<file path="src/rtl/vout_7seg_scan.sv">
// Multiplexed 7-segment display driver for a signed register value.
// A sequential double-dabble engine converts the sampled value into BCD. The
// result is double-buffered and only committed at frame boundaries, so the
// digits on display always belong to a single conversion.
module vout_7seg_scan #(
  parameter int DIGITS         = 4,
  parameter int WIDTH          = 16,
  parameter int DWELL          = 256,
  parameter int BLANK          = 4,
  parameter int EN_ACTIVE_LOW  = 1,
  parameter int SEG_ACTIVE_LOW = 0
) (
  input  logic              clk,
  input  logic              rst_n,
  input  logic [31:0]       value,
  output logic [DIGITS-1:0] en,
  output logic [6:0]        seg,
  output logic              busy
);

  localparam int SLOT_W = (DWELL > 1) ? $clog2(DWELL) : 1;
  localparam int IDX_W  = $clog2(DIGITS);
  localparam int CNT_W  = $clog2(WIDTH);
  localparam int BCD_W  = 4 * DIGITS;

  localparam logic [SLOT_W-1:0] SLOT_LAST = SLOT_W'(DWELL - 1);
  localparam logic [IDX_W-1:0]  IDX_LAST  = IDX_W'(DIGITS - 1);
  localparam logic [CNT_W-1:0]  CNT_LAST  = CNT_W'(WIDTH - 1);

  localparam logic [DIGITS-1:0] EN_OFF  = (EN_ACTIVE_LOW != 0) ? '1 : '0;
  localparam logic [6:0]        SEG_OFF = (SEG_ACTIVE_LOW != 0) ? 7'h7F : 7'h00;
  localparam logic [6:0]        MINUS   = 7'h40;

  typedef enum logic [1:0] {IDLE, LOAD, SHIFT, DONE} conv_state_t;

  conv_state_t       state;
  logic [WIDTH-1:0]  mag;
  logic [BCD_W-1:0]  bcd;
  logic [BCD_W-1:0]  bcd_adj;
  logic              neg;
  logic              ovf;
  logic [CNT_W-1:0]  bit_cnt;

  logic [BCD_W-1:0]  res_bcd;
  logic              res_neg;
  logic              res_ovf;
  logic              result_valid;

  logic [BCD_W-1:0]  disp_bcd;
  logic              disp_neg;
  logic              disp_ovf;
  logic              disp_valid;

  logic [SLOT_W-1:0] slot;
  logic [IDX_W-1:0]  idx;
  logic              frame_wrap;

  logic [IDX_W-1:0]  msd;
  logic              ovf_eff;
  logic [3:0]        cur_digit;
  logic [6:0]        pat;
  logic [DIGITS-1:0] en_act;
  logic              blank_gap;

  // Only the low WIDTH bits of value carry information; the rest are ignored.
  logic unused_value;
  assign unused_value = ^value;

  function automatic logic [6:0] seg_code(input logic [3:0] d);
    case (d)
      4'd0:    seg_code = 7'h3F;
      4'd1:    seg_code = 7'h06;
      4'd2:    seg_code = 7'h5B;
      4'd3:    seg_code = 7'h4F;
      4'd4:    seg_code = 7'h66;
      4'd5:    seg_code = 7'h6D;
      4'd6:    seg_code = 7'h7D;
      4'd7:    seg_code = 7'h07;
      4'd8:    seg_code = 7'h7F;
      4'd9:    seg_code = 7'h6F;
      default: seg_code = 7'h00;
    endcase
  endfunction

  assign frame_wrap = (slot == SLOT_LAST) && (idx == IDX_LAST);

  // Double-dabble pre-shift correction: any nibble of 5 or more gets 3 added.
  always_comb begin
    bcd_adj = bcd;
    for (int k = 0; k < DIGITS; k++) begin
      if (bcd[4*k +: 4] >= 4'd5) begin
        bcd_adj[4*k +: 4] = bcd[4*k +: 4] + 4'd3;
      end
    end
  end

  // Converter FSM: sample, shift WIDTH bits through the BCD register, publish the result.
  always_ff @(posedge clk or negedge rst_n) begin
    if (!rst_n) begin
      state        <= IDLE;
      busy         <= 1'b0;
      mag          <= '0;
      bcd          <= '0;
      neg          <= 1'b0;
      ovf          <= 1'b0;
      bit_cnt      <= '0;
      res_bcd      <= '0;
      res_neg      <= 1'b0;
      res_ovf      <= 1'b0;
      result_valid <= 1'b0;
    end else begin
      if (frame_wrap && result_valid) begin
        result_valid <= 1'b0;
      end
      case (state)
        IDLE: begin
          if (!result_valid) begin
            state <= LOAD;
            busy  <= 1'b1;
          end
        end
        LOAD: begin
          neg     <= value[WIDTH-1];
          mag     <= value[WIDTH-1] ? (~value[WIDTH-1:0] + 1'b1) : value[WIDTH-1:0];
          bcd     <= '0;
          ovf     <= 1'b0;
          bit_cnt <= '0;
          state   <= SHIFT;
        end
        SHIFT: begin
          bcd     <= {bcd_adj[BCD_W-2:0], mag[WIDTH-1]};
          mag     <= mag << 1;
          ovf     <= ovf | bcd_adj[BCD_W-1];
          bit_cnt <= bit_cnt + 1'b1;
          if (bit_cnt == CNT_LAST) begin
            state <= DONE;
          end
        end
        DONE: begin
          res_bcd      <= bcd;
          res_neg      <= neg;
          res_ovf      <= ovf;
          result_valid <= 1'b1;
          busy         <= 1'b0;
          state        <= IDLE;
        end
        default: begin
          state <= IDLE;
          busy  <= 1'b0;
        end
      endcase
    end
  end

  // Formats the current digit from the display buffer: leading blanks, minus sign, overflow.
  always_comb begin
    msd = '0;
    for (int k = 1; k < DIGITS; k++) begin
      if (disp_bcd[4*k +: 4] != 4'd0) begin
        msd = IDX_W'(k);
      end
    end
    ovf_eff   = disp_ovf | (disp_neg && (msd == IDX_LAST));
    cur_digit = disp_bcd[4*idx +: 4];
    if (!disp_valid) begin
      pat = 7'h00;
    end else if (ovf_eff) begin
      pat = MINUS;
    end else if (idx <= msd) begin
      pat = seg_code(cur_digit);
    end else if (disp_neg && ((IDX_W+1)'(idx) == ((IDX_W+1)'(msd) + 1'b1))) begin
      pat = MINUS;
    end else begin
      pat = 7'h00;
    end
    blank_gap = (32'(slot) < BLANK);
    if (!disp_valid || blank_gap) begin
      en_act = '0;
    end else begin
      en_act = {{(DIGITS-1){1'b0}}, 1'b1} << idx;
    end
  end

  // Scan counters, frame-boundary commit of the result, and polarity-adjusted output registers.
  always_ff @(posedge clk or negedge rst_n) begin
    if (!rst_n) begin
      slot       <= '0;
      idx        <= '0;
      disp_bcd   <= '0;
      disp_neg   <= 1'b0;
      disp_ovf   <= 1'b0;
      disp_valid <= 1'b0;
      en         <= EN_OFF;
      seg        <= SEG_OFF;
    end else begin
      en  <= (EN_ACTIVE_LOW != 0) ? ~en_act : en_act;
      seg <= (SEG_ACTIVE_LOW != 0) ? ~pat : pat;
      if (slot == SLOT_LAST) begin
        slot <= '0;
        idx  <= (idx == IDX_LAST) ? '0 : idx + 1'b1;
      end else begin
        slot <= slot + 1'b1;
      end
      if (frame_wrap && result_valid) begin
        disp_bcd   <= res_bcd;
        disp_neg   <= res_neg;
        disp_ovf   <= res_ovf;
        disp_valid <= 1'b1;
      end
    end
  end

endmodule
</file>
<file path="config.mk">
export PLATFORM = sky130hd
export DESIGN_NAME = vout_7seg_scan
export DESIGN_NICKNAME = d
export VERILOG_FILES = /design/src/rtl/vout_7seg_scan.sv
export SDC_FILE = /design/constraint.sdc
export NUM_CORES = 1
export LEC_CHECK = 0
export ABC_AREA = 1
export BUFFER_PORTS_ARGS = -buffer_cell sky130_fd_sc_hd__buf_2
export CORE_MARGIN = 2
export CORE_UTILIZATION = 25
export CTS_CLUSTER_SIZE = 25
export DETAILED_ROUTE_END_ITERATION = 7
export GPL_ROUTABILITY_DRIVEN = 0
export GPL_TIMING_DRIVEN = 0
export PLACE_DENSITY = 0.43
export SLEW_MARGIN = 15
export SYNTH_ARGS = -nofsm -noshare
export SYNTH_HDL_FRONTEND = slang
export SYNTH_SLANG_ARGS = --single-unit
</file>
<file path="constraint.sdc">
create_clock -name clk -period 4.65 [get_ports clk]
set_input_delay 0.2325 -clock clk [delete_from_list [all_inputs] [get_ports clk]]
set_output_delay 0.2325 -clock clk [all_outputs]
set_load 0.02 [all_outputs]
</file>
# Yosys cells after proc, flatten, opt, wreduce, memory -nomap -nowiden
# Memory sizes are Yosys's and may differ from the RTL's.
# Cells that the tools add are included.
[totals]
word_cells = 92
rom_bits = 112
out_inout_bits = 12
mem_count = 1
input_bits = 34
regBits = 100
[memory_table]
columns = ["memory", "depth", "width", "rd", "rd_clocked_by_memory_dff", "write_ports", "line", "text"]
rows = [
  ["(name not given)", 16, 7, 1, 0, 0, "70", "case (d)"],
]
[op_classes]
n_shift = 2
bitwise_logic = 4
addsub = 9
n_reduce_logical = 15
order_cmp = 6
muxes = 26
n_eq_ne = 10
[ops]
columns = ["op", "count"]
rows = [
  ["one-hot mux 16 bit (2 select lines)", 2],
  ["two-way mux 7 bit", 4],
  ["two-way mux 4 bit", 5],
  ["adder 16 x 1 -> 16 bit (second input constant)", 1],
  ["adder 4 x 2 -> 4 bit (second input constant)", 4],
  [">= comparator 4 x 3 -> 1 bit (second input constant)", 4],
  ["two-way mux 16 bit", 1],
  ["inverter 16 bit", 1],
  ["indexed part select 16 x 5 -> 4 bit", 1],
  ["nonzero test 4 bit", 3],
  ["two-way mux 2 bit", 5],
  ["adder 8 x 1 -> 8 bit (second input constant)", 1],
  ["equality test 2 bit (second input constant)", 4],
  ["equality test 8 bit (second input constant)", 1],
  ["< comparator 8 x 3 -> 1 bit (second input constant)", 1],
  ["two-way mux 8 bit", 1],
  ["one-hot mux 2 bit (4 select lines)", 1],
  ["one-hot mux 4 bit (2 select lines)", 1],
  ["nonzero test 2 bit", 3],
  ["adder 4 x 1 -> 4 bit (second input constant)", 1],
  ["equality test 4 bit (second input constant)", 1],
  ["logical AND 1 bit", 4],
  ["two-way mux 1 bit", 4],
  ["inequality test 2 bit (second input constant)", 2],
  ["13 further kinds", 16],
]

# Depth between registers and ports, before layout
[depth]
word_depth = 11
mapped_depth = 11
mapped_depth_nobuf = 11

# Least setup slack after synthesis
# No wires, ideal clock.
[synth_timing]
kind = "register -> register"
from = "reg disp_bcd[8]"
to = "reg seg[0]"
synth_period_minus_slack_ns = 1.865
t_arrival_ns = 1.794
t_required_ns = 4.579
setup_time_ns = 0.071
stages_incl_launch_ff = 10
path_slack_ns = 2.785
n_path_buf = 0
path_cell_list = "dfrtp_1 -> nor4_1 -> inv_1 -> o21ai_0 -> ha_1 -> nor2_1 -> o21ai_0 -> nand3_1 -> a21o_1 -> nor2_1"
[synth_via]
elab_chain_cells = 8
word_cells_on_any_way = 12
cone_classes = "1 x order compare; 1 x eq/ne; 1 x shift; 5 x mux; 1 x bitwise; 2 x reduce/logical; 1 x memory"
[synth_lines]
columns = ["element", "line", "text"]
rows = [
  ["start: declaration", "49", "logic [BCD_W-1:0] disp_bcd;"],
  ["start signal: assignment", "205", "disp_bcd <= res_bcd;"],
  ["parallel branches: the longest is 6 deep, another holds memory read (16 x 7 bit)", "n/a", ""],
  ["two-way mux 7 bit (*)", "167", "end else if (ovf_eff) begin"],
  ["two-way mux 7 bit (*)", "165", "if (!disp_valid) begin"],
  ["net pat[0]", "61", "logic [6:0] pat;"],
  ["end signal: assignment", "197", "seg <= (SEG_ACTIVE_LOW != 0) ? ~pat : pat;"],
  ["end: declaration", "17", "output logic [6:0] seg,"],
]
# Mark *: on every way through the listed nets, which the timed path passes.
# A chain may end at the register's enable or synchronous reset.

# Worst setup path in the final report
# Ends and elaborated chain as after synthesis.

==> results.tsv <==
stage	metric	value	unit
power	leakage	0.00284	uW
floorplan	Initial Utilization	25.4	%
sta	unrepaired setup endpoints after global routing	no	
yosys	XOR/XNOR Fraction of Synth Area	1.71	%
grt	Tot GR Track Use	10.9	%
yosys	biggest area consumer among synthesized cells	dfrtp_1	
yosys	number of synthesized flops with an enable pin	0	
sta	fin crit share	48.8	%
finish	# diodes	0	
hold_path	min-delay src	value[0]	
sta	Final WS setup	2.38	ns
run_status	run status	finished, final reports clean	
yosys	ys async rst share	100	%
clocking	later-pin clock latency in the skew report	0.34	ns
hold_path	worst hold path class	in2reg	
clocking	Post-CTS Setup Bufs	0	
sta	Tmin final	2.27	ns
detailed_routing	DRT iter0 DRCs	216	
finish	Layout area overhead	15.3	%
clocking	CTS buffer count	9	
yosys	Seq/Total Area, Yosys	49.0	%
floorplan	row cnt	52	
place	pre-CTS setup slack	2.37	ns
finish	non-filler cells, final	925	
grt	vias in the first global route	3847	
yosys	largest family of logic cells by synthesized area	simple AND/OR/NAND/NOR gates	
worst_setup_path	startpoint types	flop	
worst_setup_path	crit-path leading delay family	simple AND/OR/NAND/NOR gates	
worst_setup_path	Reg-to-Reg End	seg[0]	
worst_setup_path	reg-to-reg slack, setup	2.38	ns
worst_setup_path	crit path kind	reg2reg	
finish	area of the multi-input gates	2170	um^2
sta	Final Max Tran Viols	0	
detailed_routing	Residual DRC	0	
worst_setup_path	Worst Path Arrival	2.54	ns
place	HPWL Detailed	8.21	mm
detailed_routing	Final ANT Viol Nets	0	
yosys	most common cell in the netlist	nand2_1	
yosys	mux cell area share after synthesis	0	%
yosys	ys flop type	dfrtp_1	
sta	Final Hold Vio Count	0	
yosys	syn avg cell area	8.41	um^2
yosys	top post-synthesis cells by count	nand2_1, dfrtp_1, inv_1	
worst_setup_path	crit path cell chain	nor4_1 -> inv_1 -> o21ai_0 -> ha_1 -> nor2_1 -> o21ai_0 -> nand3_1 -> a21o_1 -> nor2_1	
sta	skew final	0.00512	ns
sta	Fin Setup TNS	0	ns
floorplan	io pins	46	
finish	Fillers	2201	
sta	Setup Viol. Count Final	0	
worst_setup_path	CP max-delay cell	nor4_1	
floorplan	die area	21600	um^2
clocking	CTS tree	yes	
worst_setup_path	FF-to-FF Start	disp_bcd[8]	
floorplan	Die Y	147	um
clocking	Reg clk slew, reported paths	0.07	ns
detailed_routing	routed wire length	11.2	mm
detailed_routing	routed vias	3924	
power	PwrDens	362	nW/um^2
clocking	Root Driver	clkbuf_16	
floorplan	die width	147	um
power	peak supply drop	0.000162	V
detailed_routing	WL/cell	12.1	um
yosys	ranking of synthesized cells by area	dfrtp_1, nand2_1, o21ai_0, ha_1, inv_1	
hold_path	hold path endpoint	mag[0]	
yosys	Yosys warnings	0	
worst_setup_path	Register-to-Register Path Depth	9	
yosys	Post-Synth Simple-Gate Area	18.6	%
detailed_routing	DRT Pass-1 Iters	4	
worst_setup_path	crit path buf inv count	1	
grt	GRT overflow	0	
place	Buffers on Ports	28	
grt	first-pass GRT wire length	19.1	mm
hold_path	Worst Hold Depth	3	
finish	Layout Nets	711	
grt	antenna violations before repair	0	
yosys	post-synthesis compound-gate area fraction	15.4	%
flow_run	max-capacitance violation count	0	
clocking	CTS max path bufs	2	
worst_setup_path	CP Max Fanout	5	
worst_setup_path	CP peak stage delay	0.43	ns
yosys	Post-Syn Instances	609	
yosys	Cell variety after synth	40	
sta	fmax	0.441	GHz
clocking	H-tree depth	3	
worst_setup_path	Critical Path RT	4.92	ns
yosys	Synth Area in Adders	6.60	%
yosys	Synth top area share	46.9	%
worst_setup_path	CP Capture Type	flop	
place	# placed instances	908	
floorplan	Core Region	20200	um^2
finish	share of cells above drive strength 1	10.5	%
grt	largest net degree at the start of global routing	72	
detailed_routing	Vias/cell	4.24	
yosys	Synth Cell Area	5120	um^2
finish	register area	2510	um^2
yosys	Syn Nets	670	
clocking	Clock Sinks	100	
sta	Worst slew margin	63.1	%
sta	Worst-Margin Slew	0.553	ns
yosys	Synth Register Bits	100	
[logic make-up (layout without fill, tap and decap cells)]
kind of cell	count (synthesis)	count (layout)
flops	100	100
simple gates	223	223
compound gates	139	139
buf+inv	110	156
fa+ha+maj	27	27
xor+xnor	10	10
[worst register-to-register path, delay by kind of cell (launching register included)]
kind	cells	cell delay, ns
buffers and inverters	1	0.08
AO/OA/AOI/OAI	3	0.75
AND/OR/NAND/NOR	4	0.75
flip-flops	1	0.41
adder cells (fa/ha/maj)	1	0.21
[worst max path at each step]
stage	to	start	slack, ns	cells past startpoint
4_1_cts	mag[2]	state[1]	2.35	7
2_1_floorplan	seg[0]	disp_bcd[8]	2.78	9
3_5_place_dp	mag[2]	state[1]	2.37	7
5_1_grt	seg[0]	disp_bcd[8]	2.12	9
6_report	seg[0]	disp_bcd[8]	2.38	9
3_3_place_gp	mag[11]	rst_n	2.26	1
[cell type report]
type                       count  share of cell area, %
multi-input combinational    399                   36.7
tap                          270                   5.72
timing repair buffer          30                   3.11
clock buffer                  12                   4.00
clock inverter                 4                  0.445
buffer                        18                   1.74
sequential                   100                   42.5
inverter                      92                   5.85
[what timing repair did]
item | 4_1_cts | 5_1_grt
hold buffers | 1 | 0
hold endpoints to repair | 25 | 0
gates resized for setup | 0 | 0
[report_power, final]
| part | total [uW] | leakage, uW | switching, uW | internal, uW |
|---|---|---|---|---|
| Clock | 687 | 0.000127 | 323 | 364 |
| Sequential | 1080 | 0.00130 | 89.8 | 993 |
| Combinational | 366 | 0.00142 | 239 | 127 |
| Total | 2140 | 0.00284 | 652 | 1480 |
[registers in the layout (all words and copies together), names as in the netlist, 4 cells and up]
signal and flops:
slot 8, disp_bcd 16, seg 7, bcd 16, mag 16, en 4
bit_cnt 4, res_bcd 16
[cell usage in the layout, fill, tap and decap left out, types with 15 or more instances in the layout]
cell type / count
nand2_1: 130
buf_2: 29
nand3_1: 27
ha_1: 27
nor2_1: 44
inv_1: 90
a21oi_1: 26
dfrtp_1: 96
o21ai_0: 76
clkbuf_1: 15
[per-layer routing]
metal / track usage (%) / vias to the layer above / routed length, um
met4: 3.27 / 0 / 93
met2: 18.6 / 59 / 5280
met3: 2.61 / 6 / 305
li1: - / 2050 / -
met1: 13.8 / 1809 / 5500
met5: 0 / - / 0
[through the flow]
stage	power [uW]	util, %	area (um^2)	hold WS (ns)
4_1_cts	2180	29.3	5910	0.176
6_report	2140	29.3	5910	0.193
2_1_floorplan	1340	-	5120	-0.0631
3_3_place_gp	1450	27.8	5600	0.466
5_1_grt	2290	29.3	5910	0.184
3_5_place_dp	1470	27.9	5630	0.131
Note: power is estimated with default switching activity, not from simulation.
